===== src/rtl/mem_resp_router.sv =====
// Response router for a 2-to-1 arbitrated memory port: remembers the granted source of
// each request in an in-order tag FIFO and steers every in-order response back to it.
module mem_resp_router #(
    parameter int DEPTH  = 4,
    parameter int DATA_W = 32,
    parameter int CNT_W  = $clog2(DEPTH) + 1
) (
    input  logic              clock,
    input  logic              reset,
    input  logic              io_req_valid,
    input  logic              io_req_src,
    output logic              io_req_ready,
    input  logic              io_resp_valid,
    output logic              io_resp_ready,
    input  logic [DATA_W-1:0] io_resp_bits_data,
    output logic              io_out_0_valid,
    input  logic              io_out_0_ready,
    output logic [DATA_W-1:0] io_out_0_bits_data,
    output logic              io_out_1_valid,
    input  logic              io_out_1_ready,
    output logic [DATA_W-1:0] io_out_1_bits_data,
    output logic [CNT_W-1:0]  io_outstanding,
    output logic              io_err
);

    localparam int PTR_W = $clog2(DEPTH);

    logic [PTR_W-1:0] wptr_reg;
    logic [PTR_W-1:0] rptr_reg;
    logic [CNT_W-1:0] count_reg;
    logic             err_reg;
    logic             tag_reg [DEPTH];

    logic full;
    logic empty;
    logic head;
    logic enq;
    logic deq;
    logic orphan;

    assign full  = (count_reg == CNT_W'(DEPTH));
    assign empty = (count_reg == '0);
    assign head  = tag_reg[rptr_reg];

    // Ready depends only on registered occupancy, so no ready/valid path leaks back to the arbiter.
    assign io_req_ready = !full;
    assign enq          = io_req_valid && io_req_ready;

    assign io_out_0_valid     = io_resp_valid && !empty && !head;
    assign io_out_1_valid     = io_resp_valid && !empty && head;
    assign io_out_0_bits_data = io_resp_bits_data;
    assign io_out_1_bits_data = io_resp_bits_data;

    // With no tag outstanding the response is an orphan: swallow it so memory never stalls.
    assign io_resp_ready = empty ? 1'b1 : (head ? io_out_1_ready : io_out_0_ready);
    assign deq           = io_resp_valid && io_resp_ready && !empty;
    assign orphan        = io_resp_valid && empty;

    assign io_outstanding = count_reg;
    assign io_err         = err_reg;

    // Tag slots need no reset: a slot is only read after it has been written.
    generate
        for (genvar gi = 0; gi < DEPTH; gi++) begin : g_tag
            always_ff @(posedge clock) begin
                if (enq && (wptr_reg == PTR_W'(gi))) begin
                    tag_reg[gi] <= io_req_src;
                end
            end
        end
    endgenerate

    always_ff @(posedge clock) begin
        if (reset) begin
            wptr_reg  <= '0;
            rptr_reg  <= '0;
            count_reg <= '0;
            err_reg   <= 1'b0;
        end else begin
            if (enq) begin
                wptr_reg <= wptr_reg + 1'b1;
            end
            if (deq) begin
                rptr_reg <= rptr_reg + 1'b1;
            end
            count_reg <= count_reg + CNT_W'(enq) - CNT_W'(deq);
            if (orphan) begin
                err_reg <= 1'b1;
            end
        end
    end

endmodule


===== config.mk =====
export PLATFORM = sky130hd
export DESIGN_NAME = mem_resp_router
export DESIGN_NICKNAME = d
export VERILOG_FILES = /design/src/rtl/mem_resp_router.sv
export SDC_FILE = /design/constraint.sdc
export NUM_CORES = 1
export LEC_CHECK = 0
export BUFFER_PORTS_ARGS = -buffer_cell sky130_fd_sc_hd__buf_2
export CELL_PAD_IN_SITES_DETAIL_PLACEMENT = 0
export CELL_PAD_IN_SITES_GLOBAL_PLACEMENT = 2
export CORE_MARGIN = 2
export CORE_UTILIZATION = 16
export DETAILED_ROUTE_END_ITERATION = 6
export HOLD_SLACK_MARGIN = 0.03
export MAX_ROUTING_LAYER = met4
export PLACE_DENSITY_LB_ADDON = 0.08
export SLEW_MARGIN = 20
export SYNTH_ARGS = -nofsm -noshare
export SYNTH_HDL_FRONTEND = slang
export SYNTH_SLANG_ARGS = --single-unit

===== constraint.sdc =====
create_clock -name clock -period 2.6 [get_ports clock]
set_input_delay 0.26 -clock clock [delete_from_list [all_inputs] [get_ports clock]]
set_output_delay 0.26 -clock clock [all_outputs]
set_load 0.01 [all_outputs]

# [After elaboration in Yosys (flattened, before gate mapping)]
# Memories as Yosys holds them, arrays and structs flattened. A register that Yosys moved wholly into a read port is not among the register bits.
# Cells that the tools add are included.
[totals] register_bits=8 latch_bits=0 mem_bits_rw=4 romBits=0 inputBits=39 output_inout_bits=72 memories=1
[op_classes] n_addsub=4 mul=0 n_div=0 n_lt_le_gt_ge=0 eq_ne=4 n_shift=0 muxes=21 bitwise=0 reduce_logical=19
[memory_table] memory="tag_reg" depth=4 word_bits=1 read_ports=1 rd_ports_with_merged_regs=1 wr=1 line="32" rtl="logic tag_reg [DEPTH];"
[ops] op="$mux W1" n=16
[ops] op="$logic_and A1 B1 Y1" n=11
[ops] op="$mux W2" n=5
[ops] op="$add A2 B1 Y2 const B" n=2
[ops] op="$eq A2 B2 Y1 const B" n=2
[ops] op="$add A3 B1 Y3" n=1
[ops] op="$eq A3 B3 Y1 const B" n=1
[ops] op="$logic_not A1 Y1" n=3
[ops] op="$logic_not A3 Y1" n=1
[ops] op="$reduce_or A1 Y1" n=3
[ops] op="$sub A3 B1 Y3" n=1
[ops] op="$eq A2 B1 Y1 const B" n=1
[ops] op="$logic_not A2 Y1" n=1

# [Longest topological paths before layout]
# Gate-level depths: netlist of run 1.
[logic_depth] ltp_word=10 depth_mapped=11 ltp_nobuf=11

# [Worst setup path before layout of run 1]
# No wires, ideal clock.
[synth_path] kind="register -> register" start="reg count_reg[2] (netlist: io_outstanding[2])" end="reg count_reg[2] (netlist: io_outstanding[2])" setup_ns=0.127 arrival_ns=2.306 required_ns=2.473 setup_slack_ns=0.167 path_stages_with_launch=12 cell_sequence="dfxtp_1 > or3b_1 > and2_1 > inv_1 > ha_1 > inv_1 > ha_1 > inv_1 > fa_1 > xor2_1 > xnor2_1 > nor2_1"
[synth_via] elab_chain_cells=5 word_cells_on_any_way=10 classes_between="add/sub (2); eq/ne (1); mux (1); reduce/logical (6)"
[synth_rtl] item="start, declared" line="30" rtl="logic [CNT_W-1:0] count_reg;"
[synth_rtl] item="start signal, assigned" line="86" rtl="count_reg <= count_reg + CNT_W'(enq) - CNT_W'(deq);"
[synth_rtl] item="$eq A3 B3 Y1" line="41" rtl="assign full = (count_reg == CNT_W'(DEPTH));"
[synth_rtl] item="$logic_not A1 Y1" line="46" rtl="assign io_req_ready = !full;"
[synth_rtl] item="via io_req_ready" line="12" rtl="output logic io_req_ready,"
[synth_rtl] item="$logic_and A1 B1 Y1" line="47" rtl="assign enq = io_req_valid && io_req_ready;"
[synth_rtl] item="$add A3 B1 Y3" line="86"
[synth_rtl] item="$sub A3 B1 Y3" line="86"
# The timed path passes the listed nets, and every way through them passes these cells.
# A chain may end at the register's enable or synchronous reset.

==> results of run 1 <==
path summary, 6_finish.rpt:
kind                                          start                           end  slack (ns)  depth (start not counted)
worst min-delay path                     io_req_src          tag_reg[1]$_DFFE_PP_        0.24                          1
worst min register to register  io_err$_SDFFE_PP0P_           io_err$_SDFFE_PP0P_        0.47                          2
worst max-delay path                      flip-flop  io_outstanding[2]$_SDFF_PP0_        0.16                         10
worst max register to register            flip-flop  io_outstanding[2]$_SDFF_PP0_        0.16                         10
routing by layer:
metal | up-vias | track usage
met1 | 267 | 0.0595
met3 | 13 | 0.0212
met2 | 17 | 0.0714
met5 | - | -
met4 | 0 | 0.0271
li1 | 266 | -
placed cells by master, fill, tap and decap left out, types with 2 or more instances in the layout:
| master | instances |
|---|---|
| ha_1 | 6 |
| buf_2 | 14 |
| clkbuf_8 | 3 |
| dfxtp_1 | 10 |
| xnor2_1 | 2 |
| o311ai_0 | 2 |
| inv_1 | 5 |
| nor2_1 | 7 |
| nor3_1 | 3 |
| and3_1 | 4 |
| nand2_1 | 4 |
| buf_4 | 7 |
| edfxtp_1 | 4 |
| a21oi_1 | 2 |
critical path: cells and delay by family, from the launching register on:
kind,cells,cell delay (ns)
buffers and inverters,2,0.10
multiplexers,2,0.79
XOR/XNOR,2,0.30
adder cells (fa/ha/maj),3,0.75
flip-flops,1,0.35
AND/OR/NAND/NOR,1,0.05
cells by family (layout without fill, tap and decap cells):
| kind of cell | after synthesis | after routing |
|---|---|---|
| flops | 14 | 14 |
| xor+xnor | 3 | 3 |
| buf+inv | 70 | 30 |
| mux | 3 | 3 |
| fa+ha+maj | 7 | 7 |
| simple gates | 26 | 26 |
| compound gates | 5 | 5 |
cell type report:
type / count / area (µm²)
multi-input combinational: 44 / 340
inverter: 5 / 18.8
clock buffer: 3 / 41.3
sequential: 14 / 320
tap: 99 / 124
timing repair buffer: 21 / 123
fill: 835 / 6170
clock inverter: 1 / 3.75
cell usage after synthesis (all sizes together) (2+ instances only):
cell type,count,area share
dfxtp,10,0.17
xnor2,2,0.015
edfxtp,4,0.10
a21oi,2,0.0086
inv,5,0.016
and2,2,0.013
nor3,3,0.013
buf,64,0.41
nor2,7,0.023
ha,6,0.065
nand2,4,0.013
and3,5,0.028
o311ai,2,0.015
mux2i,2,0.020
through the flow:
step / util / total power [mW]
floorplan: - / 0.632
global placement: 0.128 / 0.698
detailed placement: 0.128 / 0.678
CTS: 0.134 / 0.874
global route: 0.136 / 0.953
finish: 0.136 / 0.866
power breakdown:
group	switching, mW	internal, mW	total (mW)
combinational	0.175	0.185	0.361
sequential	0.0431	0.274	0.317
clock	0.0842	0.105	0.189
total	0.303	0.563	0.866
==> flow_summary_export.csv, run 1 <==
group,metric,value,unit
cts,post_cts.repair.setup_buffers,0,
cells_and_area,final_cells,187,
synthesis,synth_fa_ha_area_frac,0.0817,
drt,totalWireLength,1.92,mm
drt,met3_length,205,µm
sta,worst_pin_slew,0.394,ns
synthesis,synth_area,0.00116,mm²
sta,maxSlewViolCount,0,
sta,fmax,410,MHz
floorplan,die_area,0.00797,mm²
worst_setup_path,max_stage_delay,0.55,ns
synthesis,ys.flop_type,"dfxtp_1",
worst_setup_path,crit_fanout,2,
global_routing,grt_first_pass_wirelength,2.87,mm
sta,grt_setup_unrepaired,"no",
floorplan,core_area,0.00714,mm²
floorplan,die_width,89.3,µm
worst_setup_path,crit_slowest_cell,"mux4_2",
cells_and_area,design_area,971,µm²
drt,m1WireLength,799,µm
placed_design,dp_cells,181,
cts,ctsHoldBuffers,0,
cells_and_area,drive_above_1_share,0.330,
worst_setup_path,cp_cell_sequence,"mux4_2 -> mux2i_2 -> ha_1 -> inv_1 -> ha_1 -> inv_1 -> fa_1 -> xor2_1 -> xnor2_1 -> nor2_1",
synthesis,ys.warnings.count,0,
synthesis,synth_top_family_by_area,"buffers and inverters",
cts,cts_buffers,3,
sta,finalHoldViolations,0,
drt,viasPerCell,3.01,
cells_and_area,areaGrowthSynthToFinish,-16.6,%
global_routing,antenna_found_initial,0,
drt,num_vias,563,
status,outcome,"complete, no violations",
synthesis,syn_area_per_cell,9.09,µm²
cts,cts_root_buf,"clkbuf_8",
cts,cts_tree,"yes",
worst_setup_path,start_kind,"flip-flop",
flow_run,cap_viol_max_count,0,
pwr,p_per_area,892,mW/mm²
placed_design,post-place-ws,0.121,ns
synthesis,syn_nets,174,
placed_design,io_buffer_count,14,
sta,fin_skew,0.00635,ns
global_routing,grt_pass1_vias,588,
placed_design,hpwl,1.53,mm
synthesis,synth-compound-area-share,0.0312,
synthesis,synth_mux_area_frac,0.0398,
placed_design,globalplace.congestion,0.590,
sta,slew_headroom,0.734,
synthesis,synth_edf_count,4,
worst_setup_path,crit_required,2.74,ns
cells_and_area,num_antenna_cells,0,
cells_and_area,fin_nets,135,
floorplan,start_util,0.163,
global_routing,gr-usage-all-layers,0.0502,
global_routing,overflow,0,
synthesis,yosysSeqAreaShare,0.275,
drt,dr.pass1.iters,4,
worst_setup_path,critPathCaptureType,"flip-flop",
synthesis,yosysUniqueCellTypes,27,
cts,clk_pin_slew,0.07,ns
cts,insertion_delay,0.25,ns
worst_setup_path,crit_arrival,2.58,ns
drt,final_antenna_net_count,0,
synthesis,netlist_instances,128,
sta,setup_viol,0,
floorplan,ios,111,
sta,fin_crit_sh,0.939,
placed_design,dpl_cell_area,911,µm²
floorplan,rows,31,
synthesis,ys_async_sr_fraction,0,
sta,layout_min_cycle_time,2.44,ns
cts,cts.sinks,14,
drt,drtIter0Drc,7,
sta,hold_slack,0.238,ns
drt,drcViolationCount,0,
sta,tns,0,ns
cts,cts_buffer_depth,2,
global_routing,grt_start_max_net_pins,11,
worst_hold_path,hp-class,"input port to flip-flop",
synthesis,synthXorXnorAreaFrac,0.0226,
sta,setup_ws,0.160,ns
cts,ctsResizeCount,0,
pwr,total_leakage_power,0.409,nW
cts,htreeDepth,1,
worst_setup_path,worstSetupPathType,"flip-flop to flip-flop",
synthesis,yosys.area_share.simple,0.117,
drt,met2WireLength,866,µm
floorplan,die_y,89.3,µm
synthesis,synth-seq-cells,14,
drt,topRoutingLayerUsed,"met4",
pwr,ir_drop,166,µV
drt,drt-wirelength-per-cell,10.3,µm
(Power assumes the default switching activity.)
==> run 2: changes to the inputs <==
--- a/config.mk
+++ b/config.mk
@@ -9,7 +9,7 @@
 export CELL_PAD_IN_SITES_DETAIL_PLACEMENT = 0
 export CELL_PAD_IN_SITES_GLOBAL_PLACEMENT = 2
 export CORE_MARGIN = 2
-export CORE_UTILIZATION = 16
+export CORE_UTILIZATION = 18
 export DETAILED_ROUTE_END_ITERATION = 6
 export HOLD_SLACK_MARGIN = 0.03
 export MAX_ROUTING_LAYER = met4
==> constraint.sdc (replaced) <==
create_clock -name clock -period 2.4 [get_ports clock]
set_input_delay 0.24 -clock clock [delete_from_list [all_inputs] [get_ports clock]]
set_output_delay 0.24 -clock clock [all_outputs]
set_load 0.01 [all_outputs]
==> flow_summary_export.csv, run 2 (synthesized netlist as in run 1, its figures left out) <==
group,metric,value,unit
placed_design,globalplace.congestion,0.649,
flow_run,cap_viol_max_count,0,
sta,setup_viol,1,
worst_setup_path,r2r-start,"tag_reg[3]$_DFFE_PP_",
worst_setup_path,endpoint,"io_outstanding[2]$_SDFF_PP0_",
cts,ctsHoldBuffers,0,
global_routing,antenna_found_initial,0,
floorplan,die_width,84.4,µm
worst_setup_path,critPathCaptureType,"flip-flop",
sta,fin_skew,0.00156,ns
worst_setup_path,critPathLaunch,"tag_reg[3]$_DFFE_PP_",
cells_and_area,fin_nets,136,
placed_design,dp_cells,161,
worst_setup_path,start_kind,"flip-flop",
sta,slew_headroom,0.733,
sta,maxSlewViolCount,0,
floorplan,die_y,84.4,µm
drt,drtIter0Drc,5,
drt,viasPerCell,3.40,
pwr,pwr-share-seq,0.350,
worst_setup_path,crit_fanout,2,
floorplan,rows,29,
cts,cts_buffer_depth,2,
worst_hold_path,hp-class,"input port to flip-flop",
drt,totalWireLength,2.03,mm
pwr,total_leakage_power,0.415,nW
drt,drt-wirelength-per-cell,12.2,µm
global_routing,gr-usage-all-layers,0.0593,
cells_and_area,mostFrequentLayoutCells,"14 x buf_2, 9 x dfxtp_1, 8 x buf_4",
placed_design,io_buffer_count,14,
pwr,combPwrFrac,0.438,
drt,final_antenna_net_count,0,
sta,grt_setup_unrepaired,"yes",
placed_design,hpwl,1.68,mm
pwr,ir_drop,230,µV
cells_and_area,mostFrequentLayoutCell,"buf_2",
cells_and_area,num_antenna_cells,0,
sta,setup_ws,-0.00787,ns
floorplan,ios,111,
cells_and_area,multiInputGateArea,353,µm²
worst_setup_path,crit_arrival,2.54,ns
pwr,intPower,0.633,mW
cts,clk_pin_slew,0.06,ns
cells_and_area,fin_util,0.153,
global_routing,grt_start_max_net_pins,11,
drt,dr.pass1.iters,3,
cts,cts_tree,"yes",
worst_setup_path,r2r_setup_slack,-0.008,ns
global_routing,grt_first_pass_wirelength,3.12,mm
cells_and_area,final_cells,166,
drt,num_vias,565,
cts,htreeDepth,1,
cells_and_area,n_fill_cell,748,
cells_and_area,register_area,322,µm²
status,outcome,"complete, but fails checks",
cts,cts_root_buf,"clkbuf_8",
global_routing,overflow,0,
cts,insertion_delay,0.24,ns
worst_setup_path,crit_required,2.53,ns
worst_setup_path,rr_worst_depth,10,
drt,drcViolationCount,0,
pwr,clock_power_share,0.212,
sta,fin_crit_sh,1.00,
sta,fmax,415,MHz
floorplan,die_area,0.00712,mm²
floorplan,start_util,0.184,
sta,layout_min_cycle_time,2.41,ns
sta,hold_slack,0.215,ns
cells_and_area,drive_above_1_share,0.382,
pwr,swShare,0.346,
cells_and_area,areaGrowthSynthToFinish,-17.1,%
pwr,p_sw,0.335,mW
pwr,p_per_area,1000,mW/mm²
floorplan,core_area,0.00631,mm²
sta,finalHoldViolations,0,
cts,cts.sinks,14,
cts,cts_buffers,3,
worst_setup_path,r2r-end,"io_outstanding[2]$_SDFF_PP0_",
status,violations,"negative setup slack",
sta,worst_pin_slew,0.395,ns
worst_setup_path,worstSetupPathType,"flip-flop to flip-flop",
global_routing,grt_pass1_vias,571,
run 2: cell types whose count changed in the layout (fill, tap and decap cells not counted), sizes merged:
| cell | before | now |
|---|---|---|
| buf | 21 | 22 |
| clkinv | 1 | 0 |
| clkbuf | 3 | 4 |
run 2: area by class of cell:
cell class	count	area share
clock buffers	4	0.0467
inverters	5	0.0195
multi-input cells	44	0.366
flip-flops and latches	14	0.333
well taps	77	0.0999
repair buffers	22	0.135
run 2: worst min path at each step:
stage / start / to / slack [ns] / cells past startpoint
after CTS: io_req_src / tag_reg[1]$_DFFE_PP_ / 0.21 / 1
after detailed placement: io_err$_SDFFE_PP0P_ / io_err$_SDFFE_PP0P_ / 0.46 / 2
after floorplan: io_req_src / tag_reg[0]$_DFFE_PP_ / 0.34 / 0
final: io_req_src / tag_reg[1]$_DFFE_PP_ / 0.21 / 1
after global routing: io_req_src / tag_reg[1]$_DFFE_PP_ / 0.21 / 1
after global placement: io_err$_SDFFE_PP0P_ / io_err$_SDFFE_PP0P_ / 0.45 / 2
run 2: critical path, stage by stage, from the launching register on:
cell and delay [ns]:
edfxtp_1 0.38, mux4_2 0.52, mux2i_2 0.25, ha_1 0.26, inv_1 0.05, ha_1 0.13
inv_1 0.05, fa_2 0.34, xor2_2 0.15, xnor2_1 0.13, nor2_1 0.05
run 2: metal layers:
| metal | vias to the layer above | global-route usage | wire length [µm] |
|---|---|---|---|
| li1 | 271 | - | - |
| met5 | - | - | 0 |
| met4 | 0 | 0.0317 | 39 |
| met2 | 31 | 0.0844 | 897 |
| met1 | 257 | 0.0656 | 815 |
| met3 | 6 | 0.0334 | 279 |
run 2: per-stage QoR:
stage                     worst slack (ns)  instance area, µm²   TNS, ns  total power [mW]
after global placement             -0.0154                 903   -0.0154             0.771
after global routing                -0.127                 965    -0.127              1.06
final                             -0.00787                 965  -0.00787             0.969
after floorplan                     0.0165                1170         0             0.693
after detailed placement           -0.0362                 903   -0.0362             0.764
after CTS                          -0.0419                 950   -0.0419             0.979
run 2: what timing repair did:
item,in CTS,in global routing
endpoints found under the hold margin,0,0
cloned,0,0
pin swaps,2,1
gates resized for setup,1,1
setup endpoints to repair,1,2
setup buffers,0,1
run 2: power by group through the flow:
stage	logic [mW]	registers [mW]	clock network, mW
after floorplan	0.332	0.361	0
after global placement	0.424	0.347	0
after detailed placement	0.418	0.346	0
after CTS	0.420	0.342	0.217
after global routing	0.485	0.347	0.230
final	0.424	0.339	0.205
==> run 3: changes to the inputs <==
--- a/config.mk
+++ b/config.mk
@@ -5,6 +5,7 @@
 export SDC_FILE = /design/constraint.sdc
 export NUM_CORES = 1
 export LEC_CHECK = 0
+export ABC_AREA = 1
 export BUFFER_PORTS_ARGS = -buffer_cell sky130_fd_sc_hd__buf_2
 export CELL_PAD_IN_SITES_DETAIL_PLACEMENT = 0
 export CELL_PAD_IN_SITES_GLOBAL_PLACEMENT = 2
==> flow_summary_export.csv, run 3 <==
group,metric,value,unit
status,outcome,"complete, but fails checks",
status,violations,"design-rule violations",
sta,worst_pin_slew,0.182,ns
cells_and_area,n_fill_cell,713,
worst_setup_path,cpLargestDelayFamily,"adder cells",
worst_setup_path,critPathLaunch,"tag_reg[3]$_DFFE_PP_",
worst_hold_path,hp-class,"input port to flip-flop",
synthesis,yosysTopAreaCellShare,0.398,
synthesis,ys_top_cells_by_area,"buf_4 40%, dfxtp_1 17%, edfxtp_1 9.9%",
floorplan,rows,29,
worst_setup_path,cp_cell_sequence,"nand2_1 -> nand3_2 -> nand2_2 -> nand2_2 -> nand3b_1 -> inv_1 -> ha_1 -> inv_1 -> ha_1 -> inv_1 -> fa_1 -> inv_1 -> o21ai_0 -> a21oi_1",
cts,cts.sinks,14,
placed_design,globalplace.congestion,0.661,
floorplan,die_width,85.9,µm
cts,cts_tree,"yes",
worst_setup_path,max_stage_delay,0.38,ns
placed_design,io_buffer_count,14,
cts,insertion_delay,0.24,ns
sta,grt_setup_unrepaired,"no",
synthesis,synth_area,0.00121,mm²
sta,maxSlewViolCount,0,
floorplan,core_area,0.00642,mm²
synthesis,yosysSeqAreaShare,0.265,
sta,layout_min_cycle_time,2.13,ns
worst_setup_path,crit_fanout,3,
cts,cts_buffers,3,
pwr,ir_drop,140,µV
cells_and_area,num_antenna_cells,0,
synthesis,synthMostInstantiatedCell,"buf_4",
global_routing,grt_first_pass_wirelength,2.74,mm
synthesis,ys.warnings.count,0,
flow_run,cap_viol_max_count,0,
synthesis,syn_area_per_cell,8.10,µm²
synthesis,synth-seq-cells,14,
sta,fin_skew,0.00102,ns
sta,fin_crit_sh,0.888,
drt,dr.pass1.iters,6,
drt,totalWireLength,1.73,mm
cells_and_area,drive_above_1_share,0.308,
worst_setup_path,critPathCaptureType,"flip-flop",
synthesis,ys_async_sr_fraction,0,
worst_setup_path,crit_arrival,2.31,ns
sta,hold_slack,0.185,ns
worst_hold_path,whs_endpoint,"io_outstanding[1]$_SDFF_PP0_",
cells_and_area,mostFrequentLayoutCells,"20 x inv_1, 14 x buf_2, 9 x nor2_1, 9 x dfxtp_1, 8 x nand2_1",
worst_hold_path,min-delay-start,"reset",
cells_and_area,fin_util,0.147,
cts,htreeDepth,1,
placed_design,hpwl,1.41,mm
pwr,p_per_area,877,mW/mm²
worst_setup_path,rr_worst_depth,14,
worst_setup_path,crit_top_cell,"inv_1",
worst_setup_path,r2r-start,"tag_reg[3]$_DFFE_PP_",
cells_and_area,areaGrowthSynthToFinish,-21.6,%
synthesis,syn_nets,195,
drt,drcViolationCount,3,
floorplan,die_area,0.00738,mm²
synthesis,synthTopCellsByCount,"64 x buf_4, 20 x inv_1, 10 x dfxtp_1, 9 x nor2_1, 8 x nand2_1",
worst_setup_path,start_kind,"flip-flop",
drt,drt-wirelength-per-cell,9.57,µm
global_routing,grt_pass1_vias,607,
floorplan,start_util,0.188,
drt,num_vias,584,
synthesis,yosys.area.top_type,"buf_4",
cells_and_area,mostFrequentLayoutCell,"inv_1",
floorplan,ios,111,
global_routing,overflow,0,
sta,slew_headroom,0.878,
worst_setup_path,crit_slowest_cell,"edfxtp_1",
synthesis,netlist_instances,149,
drt,drtIter0Drc,37,
sta,setup_viol,0,
sta,finalHoldViolations,0,
cells_and_area,fin_nets,151,
cts,cts_buffer_depth,2,
worst_setup_path,worstSetupPathType,"flip-flop to flip-flop",
worst_setup_path,path_buf_inv,4,
global_routing,grt_start_max_net_pins,10,
sta,tns,0,ns
global_routing,antenna_found_initial,0,
synthesis,ys.flop_type,"dfxtp_1",
pwr,total_leakage_power,0.427,nW
sta,fmax,469,MHz
global_routing,gr-usage-all-layers,0.0503,
synthesis,yosysUniqueCellTypes,18,
synthesis,synth_edf_count,4,
floorplan,die_y,85.9,µm
cts,clk_pin_slew,0.06,ns
drt,viasPerCell,3.23,
cts,cts_root_buf,"clkbuf_8",
worst_setup_path,crit_required,2.58,ns
worst_hold_path,hold-path-cell-count,2,
worst_setup_path,r2r-end,"io_outstanding[2]$_SDFF_PP0_",
worst_setup_path,r2r_setup_slack,0.27,ns
drt,final_antenna_net_count,0,
[run 3: changes by cell type in the layout (fill, tap and decap cells not counted), moves of 2 or more]
cell	change
inv_1	+15
buf_4	-7
a21oi_1	+5
nand2_2	+5
nand3_2	+5
and3_1	-4
nand2_1	+4
nor3_1	-3
o21ai_0	+3
inv_2	+2
nor2_1	+2
o311ai_0	-2
[run 3: final cells by class]
class / count / area [µm²] / area share
clock inverter: 1 / 3.75 / 0.00396
timing repair buffer: 15 / 77.6 / 0.0819
inverter: 22 / 82.6 / 0.0872
multi-input combinational: 49 / 324 / 0.342
sequential: 14 / 322 / 0.339
tap: 77 / 96.3 / 0.102
clock buffer: 3 / 41.3 / 0.0436
[run 3: power by group]
part	switching (mW)	total, mW	internal (mW)
registers	0.0331	0.325	0.292
logic	0.183	0.305	0.122
clock network	0.0866	0.200	0.113
total	0.303	0.830	0.527
[run 3: repair_timing]
| action | in CTS | in global routing |
|---|---|---|
| hold buffers | 0 | 0 |
| resized for setup | 0 | 1 |
| setup buffers | 0 | 1 |
| endpoints found under the setup margin | 0 | 1 |
[run 3: metrics by stage]
stage	area [µm²]	std cells	worst slack (ns)	total power, mW
6_report	947	181	0.268	0.830
3_3_place_gp	893	176	0.227	0.647
2_1_floorplan	1210	149	0.409	0.648
3_5_place_dp	893	176	0.228	0.636
4_1_cts	938	180	0.219	0.846
5_1_grt	947	181	0.0242	0.913
[run 3: how the worst max path moves through the flow]
stage,end,slack (ns),depth (start not counted)
6_report,io_outstanding[2]$_SDFF_PP0_,0.27,14
5_1_grt,io_outstanding[2]$_SDFF_PP0_,0.02,14
4_1_cts,io_outstanding[2]$_SDFF_PP0_,0.22,14
3_5_place_dp,io_outstanding[2]$_SDFF_PP0_,0.23,14
3_3_place_gp,io_outstanding[2]$_SDFF_PP0_,0.23,13
2_1_floorplan,io_outstanding[2]$_SDFF_PP0_,0.41,13
[run 3: cell families after synthesis]
| group | share of synthesized area |
|---|---|
| xor gates and xnor gates | 0.00726 |
| adders and majority gates | 0.0788 |
| AOI/OAI and AO/OA | 0.0414 |
| DFF | 0.265 |
| buffers and inverters | 0.466 |
| and+or+nand+nor | 0.141 |
[run 3: routing by layer]
layer  GRT usage  share of wire
met1      0.0519           0.43
met5           -              0
met3      0.0231          0.080
met2      0.0754           0.48
met4      0.0361         0.0052
